### src/rtl/tmnt_audio_pkg.sv
// Shared widths, saturation limits and the volume encoding for the
// TMNT/MIA audio output stage.
package tmnt_audio_pkg;

  localparam int AUD_W   = 16;
  localparam int ACC_W   = 24;
  localparam int SAT_MAX = 32767;
  localparam int SAT_MIN = -32768;

  typedef enum logic [1:0] {
    VOL_HALF = 2'd0,
    VOL_1    = 2'd1,
    VOL_2    = 2'd2,
    VOL_4    = 2'd3
  } vol_e;

endpackage

### src/rtl/tmnt_audio_onepole.sv
// One-pole low-pass accumulator: acc += (din - acc) >>> SHIFT.
// The arithmetic shift rounds toward minus infinity. The accumulator
// only moves when ce is high and is cleared by the synchronous reset.
module tmnt_audio_onepole #(
  parameter int ACC_W = 24,
  parameter int SHIFT = 2
) (
  input  logic                    clk,
  input  logic                    reset,
  input  logic                    ce,
  input  logic signed [ACC_W-1:0] din,
  output logic signed [ACC_W-1:0] acc
);

  logic signed [ACC_W-1:0] diff;
  logic signed [ACC_W-1:0] step;

  // Fractional step toward the new input.
  always_comb begin
    diff = din - acc;
    step = diff >>> SHIFT;
  end

  // Accumulator state, cleared on reset, advanced on ce.
  always_ff @(posedge clk) begin
    if (reset) begin
      acc <= '0;
    end else if (ce) begin
      acc <= acc + step;
    end
  end

endmodule

### src/rtl/tmnt_audio_out.sv
// TMNT/MIA audio output stage. It resamples the free-running mixdown
// every CLK_DIV clocks. Each sample then goes through a DC blocker, a
// one-pole low-pass, volume scaling and saturation, and is presented as
// a registered stereo pair with a one-cycle strobe.
// Optional feature: define AUDIO_DCBLOCK_EN to build the DC blocker in
// stage 1; otherwise stage 1 is a plain register. Latency stays
// 4 cycles in both builds.
module tmnt_audio_out
  import tmnt_audio_pkg::*;
#(
  parameter int CLK_DIV   = 2000,
  parameter int LPF_SHIFT = 2,
  parameter int DCB_SHIFT = 9
) (
  input  logic        clk_sys,
  input  logic        reset,
  input  logic        en,
  input  logic [15:0] mixdown,
  input  logic [1:0]  volume,
  input  logic        mute,
  input  logic        clip_clr,
  output logic [15:0] out_l,
  output logic [15:0] out_r,
  output logic        out_strobe,
  output logic        clip
);

  localparam logic [15:0] LAST_COUNT = 16'(CLK_DIV - 1);
  localparam logic signed [ACC_W+1:0] SAT_HI = (ACC_W + 2)'(SAT_MAX);
  localparam logic signed [ACC_W+1:0] SAT_LO = (ACC_W + 2)'(SAT_MIN);

  if (CLK_DIV < 8 || CLK_DIV > 65535 || LPF_SHIFT < 0 || LPF_SHIFT > 8 ||
      DCB_SHIFT < 1 || DCB_SHIFT > 16) begin : g_param_check
    $error("tmnt_audio_out: parameter out of range");
  end

  // Volume gain as an arithmetic shift. The result is widened by two
  // bits so that x4 cannot wrap before saturation.
  function automatic logic signed [ACC_W+1:0] scale_vol(
    input logic signed [ACC_W-1:0] a,
    input vol_e                    v
  );
    logic signed [ACC_W+1:0] w;
    w = {{2{a[ACC_W-1]}}, a};
    case (v)
      VOL_HALF: scale_vol = w >>> 1;
      VOL_2:    scale_vol = w <<< 1;
      VOL_4:    scale_vol = w <<< 2;
      default:  scale_vol = w;
    endcase
  endfunction

  function automatic logic sat_hit(input logic signed [ACC_W+1:0] v);
    sat_hit = (v > SAT_HI) || (v < SAT_LO);
  endfunction

  function automatic logic signed [AUD_W-1:0] sat_aud(input logic signed [ACC_W+1:0] v);
    if (v > SAT_HI) begin
      sat_aud = AUD_W'(SAT_MAX);
    end else if (v < SAT_LO) begin
      sat_aud = AUD_W'(SAT_MIN);
    end else begin
      sat_aud = v[AUD_W-1:0];
    end
  endfunction

  logic [15:0]             count;
  logic                    tick;
  logic                    vld_p0, vld_p1, vld_p2, vld_p3;
  logic signed [ACC_W-1:0] x0_p0;
  logic signed [ACC_W-1:0] y1_p1;
  logic signed [ACC_W-1:0] lpf_p2;
  logic signed [ACC_W+1:0] scaled_p2;
  logic                    clip_evt_p2;
  logic signed [AUD_W-1:0] sat_p3;

  assign tick = en && (count == LAST_COUNT);

  // Output-rate counter, frozen while en is low.
  always_ff @(posedge clk_sys) begin
    if (reset) begin
      count <= '0;
    end else if (en) begin
      count <= (count == LAST_COUNT) ? 16'd0 : count + 16'd1;
    end
  end

  // Stage valid bits. In-flight samples drain even if en drops; reset discards them.
  always_ff @(posedge clk_sys) begin
    if (reset) begin
      vld_p0 <= 1'b0;
      vld_p1 <= 1'b0;
      vld_p2 <= 1'b0;
      vld_p3 <= 1'b0;
    end else begin
      vld_p0 <= tick;
      vld_p1 <= vld_p0;
      vld_p2 <= vld_p1;
      vld_p3 <= vld_p2;
    end
  end

  // ---- S0: capture the mixdown on the tick, sign-extended to ACC_W ----
  // Input sample register.
  always_ff @(posedge clk_sys) begin
    if (tick) begin
      x0_p0 <= {{(ACC_W - AUD_W){mixdown[AUD_W-1]}}, mixdown};
    end
  end

  // ---- S1: DC blocker (or plain register) ----
`ifdef AUDIO_DCBLOCK_EN
  logic signed [ACC_W-1:0] x_prev;
  logic signed [ACC_W-1:0] y_prev;
  logic signed [ACC_W-1:0] dcb_y;

  // High-pass: y = x - x_prev + y_prev - y_prev/2^DCB_SHIFT.
  always_comb begin
    dcb_y = x0_p0 - x_prev + y_prev - (y_prev >>> DCB_SHIFT);
  end

  // DC-blocker history, part of the filter state cleared by reset.
  always_ff @(posedge clk_sys) begin
    if (reset) begin
      x_prev <= '0;
      y_prev <= '0;
    end else if (vld_p0) begin
      x_prev <= x0_p0;
      y_prev <= dcb_y;
    end
  end

  // Stage 1 output register.
  always_ff @(posedge clk_sys) begin
    if (vld_p0) begin
      y1_p1 <= dcb_y;
    end
  end
`else
  // Stage 1 output register (pass-through build).
  always_ff @(posedge clk_sys) begin
    if (vld_p0) begin
      y1_p1 <= x0_p0;
    end
  end
`endif

  // ---- S2: one-pole reconstruction low-pass ----
  tmnt_audio_onepole #(
    .ACC_W (ACC_W),
    .SHIFT (LPF_SHIFT)
  ) u_lpf (
    .clk   (clk_sys),
    .reset (reset),
    .ce    (vld_p1),
    .din   (y1_p1),
    .acc   (lpf_p2)
  );

  // ---- S3: volume scaling and saturation ----
  // Gain applied to the filtered value, with limit detection for the clip flag.
  always_comb begin
    scaled_p2   = scale_vol(lpf_p2, vol_e'(volume));
    clip_evt_p2 = vld_p2 && sat_hit(scaled_p2);
  end

  // Saturated sample register.
  always_ff @(posedge clk_sys) begin
    if (vld_p2) begin
      sat_p3 <= sat_aud(scaled_p2);
    end
  end

  // Sticky clip flag; a new clip event beats a simultaneous clear.
  always_ff @(posedge clk_sys) begin
    if (reset) begin
      clip <= 1'b0;
    end else if (clip_evt_p2) begin
      clip <= 1'b1;
    end else if (clip_clr) begin
      clip <= 1'b0;
    end
  end

  // ---- Output: registered stereo pair plus one-cycle strobe ----
  // Mute forces zero here only, so the filters keep their settled state.
  always_ff @(posedge clk_sys) begin
    if (reset) begin
      out_l      <= '0;
      out_r      <= '0;
      out_strobe <= 1'b0;
    end else begin
      out_strobe <= vld_p3;
      if (vld_p3) begin
        out_l <= mute ? '0 : sat_p3;
        out_r <= mute ? '0 : sat_p3;
      end
    end
  end

endmodule
### config.mk
export PLATFORM = sky130hd
export DESIGN_NAME = tmnt_audio_out
export DESIGN_NICKNAME = d
export VERILOG_FILES = /design/src/rtl/tmnt_audio_pkg.sv /design/src/rtl/tmnt_audio_onepole.sv /design/src/rtl/tmnt_audio_out.sv
export SDC_FILE = /design/constraint.sdc
export NUM_CORES = 1
export LEC_CHECK = 0
export CAP_MARGIN = 0
export CELL_PAD_IN_SITES_DETAIL_PLACEMENT = 0
export CELL_PAD_IN_SITES_GLOBAL_PLACEMENT = 1
export CORE_MARGIN = 2
export CORE_UTILIZATION = 41
export CTS_CLUSTER_DIAMETER = 80
export CTS_CLUSTER_SIZE = 30
export DETAILED_ROUTE_END_ITERATION = 8
export GPL_TIMING_DRIVEN = 0
export PLACE_DENSITY_LB_ADDON = 0.1
export SLEW_MARGIN = 40
export SYNTH_ARGS = -nofsm -noshare
export SYNTH_HDL_FRONTEND = slang
export SYNTH_SLANG_ARGS = --single-unit
### constraint.sdc
create_clock -name clk_sys -period 4.3 [get_ports clk_sys]
set_input_delay 0.86 -clock clk_sys [delete_from_list [all_inputs] [get_ports clk_sys]]
set_output_delay 0.86 -clock clk_sys [all_outputs]
set_load 0.05 [all_outputs]
== After elaboration in Yosys (flattened, before gate mapping) ==
Cells that the tools add are included.
Widths: inputs -> output; s select.
Storage, ports and cells
  RAM bits: 0
  register bits: 110
  output and inout port bits: 34
  bits in latches: 0
  bits of input ports: 23
  logic and storage cells: 31
  ROM bits: 0
  memories kept: 0
Operators by class
  shifts and indexed selects: 0
  div/mod/pow operators: 0
  add/sub/neg operators: 3
  muxes and demuxes: 6
  equality and inequality tests: 3
  order comparisons: 2
  bitwise logic cells: 0
  reductions and logical operators: 5
  $mul: 0
Operator list (number)
  $pmux 25 s3: 1
  $mux 16: 3
  $gt 26x16->1 const B: 1
  $lt 26x16->1 const B: 1
  $add 24x22->24: 1
  $sub 16x24->24: 1
  $add 16x1->16 const B: 1
  $eq 16x11->1 const B: 1
  $eq 2x2->1 const B: 2
  $logic_and 1x1->1: 2
  $logic_not 2->1: 1
  $mux 1: 2
  $reduce_bool 2->1: 1
  $logic_or 1x1->1: 1

== Longest topological paths before layout ==
Gate-level depths: netlist of the first run.
  depth after elaboration: 6
  mapped depth: 21
  depth with buffers taken out: 21

== By module ==
A second synthesis of the first run with hierarchy kept.
Unflattened totals
  cell total of the unflattened synthesis: 733
  area total of the unflattened synthesis: 6846.6 sq um
Modules (own cells, without submodules)
  tmnt_audio_out: area an instance 3817.4 sq um, cells an instance 346, seq. area each 2202.1 sq um, instances 1
  tmnt_audio_onepole: area an instance 3029.2 sq um, cells an instance 387, seq. area each 480.5 sq um, instances 1

== Worst setup path after synthesis of the first run ==
OpenSTA, ideal clock, no wires.
  path type: register -> register
  start: register u_lpf.acc[5]
  end: register u_lpf.acc[22]
  required time: 4.177 ns
  buffers on the path: 0
  arrival: 4.214 ns
  clock period less this slack: 4.337 ns
  path slack: -0.037 ns
  library setup time: 0.123 ns
  stages on the path, launching flop included: 22
  cell sequence: dfxtp_1 -> inv_1 -> ha_1 -> and2_4 -> a221o_1 -> a31o_4 -> and2_1 -> o21a_1 -> nor2_1 -> nor2b_1 -> nor2_1 -> xnor2_1 -> ha_1 -> and2_1 -> a31oi_1 -> o21ai_0 -> a211o_1 -> a2111oi_0 -> o21ai_1 -> o31ai_1 -> xor2_1 -> o21ai_0
On the way
  word-level cells in the longest chain between the ends: 2
RTL lines
  from (decl): RTL line tmnt_audio_onepole.sv:12  | output logic signed [ACC_W-1:0] acc
  from (signal assigned): RTL line tmnt_audio_onepole.sv:29  | acc <= acc + step;
  $sub 16x24->24: RTL line tmnt_audio_onepole.sv:20  | diff = din - acc;
  $add 24x22->24 (*): RTL line tmnt_audio_onepole.sv:29
Every way passes the cells marked *; elsewhere a longest branch is shown, timed or not.
A chain may end at the register's enable or synchronous reset.

== Worst setup path in the final report of the first run ==
  start: register y1_p1[5]
  end: register u_lpf.acc[21]
On the way
  word-level cells in the longest chain between the ends: 2
RTL lines
  from (decl): RTL line tmnt_audio_out.sv:71  | logic signed [ACC_W-1:0] y1_p1;
  from (signal assigned): RTL line tmnt_audio_out.sv:143  | y1_p1 <= x0_p0;
  $sub 16x24->24: RTL line tmnt_audio_onepole.sv:20
  $add 24x22->24: RTL line tmnt_audio_onepole.sv:29
Every way passes these cells.

==> results.py, run 1 <==
metrics = {
    "power": {
        "powerDensity_nw_per_um2": 251,
        "p_leak_nw": 3.10,
        "ir_drop_mv": 0.238,
        "p_total_mw": 2.06,
    },
    "setup_path": {
        "arrival_ns": 4.69,
        "max_stage_delay_ns": 0.50,
        "cpMostUsedCell": "o21ai_4",
        "critPathKind": "reg2reg",
        "cp_slowest_cell": "or4b_1",
        "required_ns": 4.58,
        "crit_path_max_fanout": 7,
        "cp_cell_sequence": "ha_4, and2_4, a221o_1, a31o_4, a2111oi_4, buf_4, o21ai_4, o211a_1, nor3_1, nor2_1, ha_1, and3_1, nand3_1, o21ai_4, a21o_1, a21oi_2, or4b_1, o311ai_2",
        "crit_path_end_kind": "flop",
        "cp-start-kind": "flop",
    },
    "clock_network": {
        "cts_max_path_buffers": 2,
        "cts_tree": "yes",
        "root_buffer": "clkbuf_16",
        "cts_buffers": 9,
        "cts_max_level": 3,
        "cts.reportedPaths.clkPinSlew_ns": 0.09,
        "worstSkewPairLatency_ns": 0.37,
        "cts_sinks": 110,
        "hold_buffers": 0,
    },
    "logic_synthesis": {
        "synth_cells": 704,
        "synth-async-reset-ratio": 0,
        "syn_nets": 775,
        "avgSynthCellArea_um2": 9.43,
        "dominantRegCellSynth": "dfxtp_1",
        "synth.largest_area_cell": "edfxtp_1",
        "synth_edf_count": 48,
        "yosysWarnings": 0,
        "synth_area_um2": 6640,
        "yosysUniqueCellTypes": 56,
        "ys_ff_latch": 110,
        "yosysTopAreaCellShare": 0.217,
        "synth.area.top_cells": "edfxtp_1 (22%), dfxtp_1 (19%), ha_1 (8.9%)",
        "ys_seq_area_frac": 0.404,
    },
    "global_routing": {
        "grt_pass1_wl_um": 24200,
        "grt_pass1_vias": 4901,
        "grt_max_degree": 22,
        "antenna_found_initial": 0,
        "track_usage": 0.172,
        "gr-total-overflow": 0,
    },
    "finish": {
        "syn2layout_area_growth_pct": 23.3,
        "drive_gt1_frac": 0.141,
        "final_common_cell": "nor2_1",
        "nets": 859,
        "fillerInstances": 1453,
        "final_util": 0.517,
        "antenna_cells": 0,
        "mostFrequentLayoutCells": "nor2_1 (86), dfxtp_1 (57), clkdlybuf4s50_1 (53)",
        "finalNonFillerCells": 1009,
    },
    "placed_design": {
        "dp_hpwl_um": 11100,
        "port_buffers": 53,
        "gp_congestion": 0.861,
        "dp.cells": 973,
    },
    "sta": {
        "skew_ns": 0.0176,
        "whs_ns": 0.421,
        "fin_crit_ns": 4.42,
        "maxSlewViolCount": 0,
        "fmax_mhz": 226,
        "rsz0062_at_grt": "yes",
        "maxSlewHeadroom": 0.479,
        "finalSetupViolations": 1,
        "setup_ws_ns": -0.118,
        "hold_violations": 0,
        "timing.final.crit_share": 1.03,
        "tightest_slew_ns": 0.781,
    },
    "worst_hold_path": {
        "worst_hold_path_type": "reg2reg",
    },
    "route": {
        "drcViolationCount": 0,
        "routed_wl_um": 15100,
        "vias": 5179,
        "drt_first_pass_iters": 4,
        "ant_nets": 0,
        "drt_iter0_drc": 301,
        "detail_route.vias_per_cell": 5.13,
        "wl_per_cell_um": 14.9,
    },
    "die": {
        "io_pins": 57,
        "dieArea_um2": 17200,
        "design.core.area_um2": 15800,
        "initial_utilization": 0.419,
        "die_h_um": 131,
        "row_count": 46,
        "dieWidth_um": 131,
    },
    "run_status": {
        "outcome": "finished with violations",
        "violations": "setup timing",
    },
    "job": {
        "maxCapViolCount": 0,
    },
}
## routing by layer
layer	wire length, um	part of all wire	global-route usage	up-vias
li1	-	-	-	2661
met1	7150	0.47	0.230	2425
met2	7230	0.48	0.288	81
met3	478	0.032	0.0247	12
met4	196	0.013	0.0507	0
met5	0	0	0	-
## power breakdown
group,internal [mW],total [mW],switching [mW]
sequential,1.09,1.09,0.00230
combinational,0.0347,0.0777,0.0430
clock,0.449,0.889,0.440
## registers in the layout, summed over array words and instances, names as in the netlist
register	cells
u_lpf.acc	24
count	16
out_r	16
sat_p3	16
x0_p0	16
y1_p1	16
clip	1
out_strobe	1
vld_p0	1
vld_p1	1
vld_p2	1
vld_p3	1
## cell usage after synthesis (4+ instances only)
master,n
clkbuf_1,21
inv_1,41
nand3_1,9
nor3_1,8
nor2_1,90
nand2b_1,14
xnor2_1,25
o311ai_0,4
o21ai_1,5
edfxtp_1,48
buf_4,16
o21ai_0,39
mux4_2,11
a21o_1,14
o31ai_1,7
nor2b_1,22
ha_1,47
a31oi_1,6
dfxtp_1,62
o21a_1,5
xor2_1,23
a21oi_1,53
nand2_1,40
nand4_1,11
buf_1,4
and3_1,11
mux2i_1,20
a211oi_1,6
## kinds of logic (layout without fill, tap and decap cells)
family | count (synthesis) | after routing | synth area share
AOI/OAI and AO/OA | 164 | 164 | 0.157
xor gates and xnor gates | 48 | 48 | 0.0633
DFF | 110 | 110 | 0.404
adders and majority gates | 48 | 48 | 0.0916
muxes | 31 | 31 | 0.0675
buffers and inverters | 83 | 172 | 0.0562
and+or+nand+nor | 220 | 220 | 0.160
## worst paths after layout
check | from | to | slack [ns] | cells after the start
worst max-delay path | y1_p1[5]$_DFFE_PP_ | u_lpf.acc[21]$_SDFFE_PP0P_ | -0.12 | 18
worst min-delay path | x0_p0[11]$_DFFE_PP_ | y1_p1[11]$_DFFE_PP_ | 0.42 | 0
worst min register to register | x0_p0[11]$_DFFE_PP_ | y1_p1[11]$_DFFE_PP_ | 0.42 | 0
worst max register to register | y1_p1[5]$_DFFE_PP_ | u_lpf.acc[21]$_SDFFE_PP0P_ | -0.12 | 18
## metrics by stage
| step | cell area (um^2) | setup WS, ns | setup TNS [ns] |
|---|---|---|---|
| after floorplan | 6640 | 0.00807 | 0 |
| after global placement | 7440 | -0.577 | -2.48 |
| after detailed placement | 7440 | -0.701 | -3.71 |
| after CTS | 7990 | -0.0602 | -0.110 |
| after global routing | 8180 | -0.253 | -1.05 |
| final | 8180 | -0.118 | -0.118 |
## timing repair
action | in CTS | in global routing
setup buffers | 14 | 6
pin swaps | 25 | 23
setup endpoints to repair | 11 | 10
resized for setup | 32 | 34
hold endpoints to repair | 0 | 0
## worst max-delay path, delay by kind of cell, from the launching register on
kind	cells	cell delay, ns
and+or+nand+nor	6	1.16
DFF	1	0.43
buffers and inverters	1	0.19
adders and majority gates	2	0.70
AOI/OAI and AO/OA	9	1.86
## area by class of cell
type                            instances  area, um^2  share of cell area
Tap cell                              216         270              0.0330
Sequential cell                       110        2700               0.330
Clock buffer                           10         250              0.0306
Buffer                                 42         219              0.0268
Clock inverter                          6        70.1             0.00856
Inverter                               41         154              0.0188
Multi-Input combinational cell        511        3840               0.469
Timing Repair Buffer                   73         684              0.0836
Note: power is estimated with default switching activity, not from simulation.
==> run 2, diff against run 1 <==
Settings changed: CTS_CLUSTER_SIZE 30 to not set.
==> results of run 2 <==
The final DEF is identical to that of run 1; final timing and power are the same.
==> run 3, diff against run 2 <==
Settings changed: PLACE_DENSITY set to 0.79, PLACE_DENSITY_LB_ADDON 0.1 to not set.
==> results.py, run 3 (same netlist as run 1, synthesis figures left out) <==
metrics = {
    "run_status": {
        "outcome": "finished with violations",
        "violations": "setup timing",
    },
    "setup_path": {
        "cp_slowest_cell": "or4b_4",
        "critPathKind": "reg2reg",
        "cp_cell_sequence": "ha_4, and2_4, a221o_1, a31o_4, a2111oi_4, a21oi_2, a21oi_2, nor2b_1, nor3_1, nor2_1, ha_4, nand4_1, nor2_1, o21ai_1, o31a_1, o21ai_2, a21o_1, a21oi_2, or4b_4, o311ai_2",
        "cpMostUsedCell": "a21oi_2",
        "required_ns": 4.56,
        "rr_worst_depth": 20,
        "cp-start-kind": "flop",
        "crit_path_max_fanout": 5,
        "rrSetupSlack_ns": -0.004,
        "max_stage_delay_ns": 0.49,
        "arrival_ns": 4.57,
        "crit_path_end_kind": "flop",
    },
    "clock_network": {
        "root_buffer": "clkbuf_16",
        "cts_max_level": 3,
        "cts_sinks": 110,
        "worstSkewPairLatency_ns": 0.36,
        "hold_buffers": 0,
        "cts_max_path_buffers": 2,
        "cts.reportedPaths.clkPinSlew_ns": 0.07,
        "cts_buffers": 9,
        "cts_tree": "yes",
    },
    "placed_design": {
        "placed_area_um2": 7440,
        "port_buffers": 53,
        "gp_congestion": 0.871,
        "pre_cts_ws_ns": -0.652,
        "dp_hpwl_um": 10900,
    },
    "global_routing": {
        "grt_pass1_vias": 5027,
        "gr-total-overflow": 0,
        "grt_max_degree": 20,
        "antenna_found_initial": 0,
        "track_usage": 0.171,
        "grt_pass1_wl_um": 24300,
    },
    "power": {
        "clockPowerShare": 0.410,
        "powerDensity_nw_per_um2": 245,
        "sw_frac_of_total": 0.221,
        "p_total_mw": 1.98,
        "switchingPower_uw": 438,
        "seqPwrFrac": 0.550,
        "p_leak_nw": 3.07,
        "ir_drop_mv": 0.288,
        "p_int_mw": 1.54,
        "p_comb_frac": 0.039,
    },
    "sta": {
        "maxSlewHeadroom": 0.452,
        "fin_crit_ns": 4.30,
        "maxSlewViolCount": 0,
        "tightest_slew_ns": 0.822,
        "fmax_mhz": 232,
        "whs_ns": 0.420,
        "hold_violations": 0,
        "setup_ws_ns": -0.00363,
        "rsz0062_at_grt": "yes",
        "skew_ns": 0.0112,
        "finalSetupViolations": 1,
        "timing.final.crit_share": 1.00,
    },
    "route": {
        "drt_first_pass_iters": 5,
        "vias": 5216,
        "detail_route.vias_per_cell": 5.18,
        "routed_wl_um": 14700,
        "wl_per_cell_um": 14.6,
        "drt_iter0_drc": 330,
        "drcViolationCount": 0,
        "ant_nets": 0,
    },
    "die": {
        "dieArea_um2": 17200,
        "io_pins": 57,
        "dieWidth_um": 131,
        "initial_utilization": 0.419,
        "row_count": 46,
        "design.core.area_um2": 15800,
        "die_h_um": 131,
    },
    "finish": {
        "max_flop_register": "u_lpf.acc",
        "antenna_cells": 0,
        "drive_gt1_frac": 0.130,
        "multi_input_area_um2": 3780,
        "final_util": 0.510,
        "design_area_um2": 8070,
        "largest_reg_flops": 24,
        "syn2layout_area_growth_pct": 21.7,
        "fillerInstances": 1406,
        "mostFrequentLayoutCells": "nor2_1 (87), dfxtp_1 (58), clkdlybuf4s50_1 (53)",
        "final_common_cell": "nor2_1",
        "seq_area_um2": 2700,
        "nets": 857,
    },
    "worst_hold_path": {
        "holdPathStages": 0,
        "worst_hold_path_type": "reg2reg",
    },
    "job": {
        "maxCapViolCount": 0,
    },
}
## run 3: cell types whose count changed in the layout (fill, tap and decap cells not counted), sizes merged
| cell | change |
|---|---|
| buf | -2 |
| clkinvlp | +1 |
| clkinv | -1 |
## run 3: worst paths after layout
| kind | end | start |
|---|---|---|
| setup / recovery | u_lpf.acc[21]$_SDFFE_PP0P_ | y1_p1[4]$_DFFE_PP_ |
| hold / removal | y1_p1[6]$_DFFE_PP_ | x0_p0[6]$_DFFE_PP_ |
| setup reg to reg | u_lpf.acc[21]$_SDFFE_PP0P_ | y1_p1[4]$_DFFE_PP_ |
| hold reg to reg | y1_p1[6]$_DFFE_PP_ | x0_p0[6]$_DFFE_PP_ |
## run 3: what timing repair did
item / in CTS / in global routing
endpoints found under the setup margin: 10 / 10
pin swaps: 21 / 39
setup buffers: 13 / 5
resized for setup: 28 / 25
## run 3: critical path: cells and delay by family (launching register included)
family | cells | cell delay (ns)
compound gates | 11 | 1.95
flops | 1 | 0.45
fa+ha+maj | 2 | 0.59
simple gates | 7 | 1.21
## run 3: power groups by stage
| stage | registers, mW | logic [mW] | clock network, mW |
|---|---|---|---|
| finish | 1.09 | 0.0774 | 0.813 |
| global placement | 1.12 | 0.0757 | 0 |
| CTS | 1.09 | 0.0780 | 0.838 |
| detailed placement | 1.12 | 0.0774 | 0 |
| global route | 1.09 | 0.0875 | 0.882 |
| floorplan | 1.12 | 0.0456 | 0 |
## run 3: through the flow
stage               std cells  setup TNS (ns)
floorplan                 704               0
finish                   1007        -0.00363
CTS                      1002         -0.0205
detailed placement        973           -3.04
global route             1007           -1.17
global placement          973           -2.34
## run 3: metal layers
layer / GRT usage / vias to the layer above / part of all wire
met1: 0.214 / 2422 / 0.46
met2: 0.298 / 113 / 0.49
met5: 0 / - / 0
met4: 0.0477 / 0 / 0.014
met3: 0.0359 / 17 / 0.038
li1: - / 2664 / -
## run 3: cell type report
class                           instances  share of cell area
Sequential cell                       110               0.334
Clock buffer                           10              0.0296
Buffer                                 42              0.0271
Clock inverter                          6             0.00666
Timing Repair Buffer                   71              0.0824
Tap cell                              216              0.0335
Inverter                               41              0.0191
Multi-Input combinational cell        511               0.468
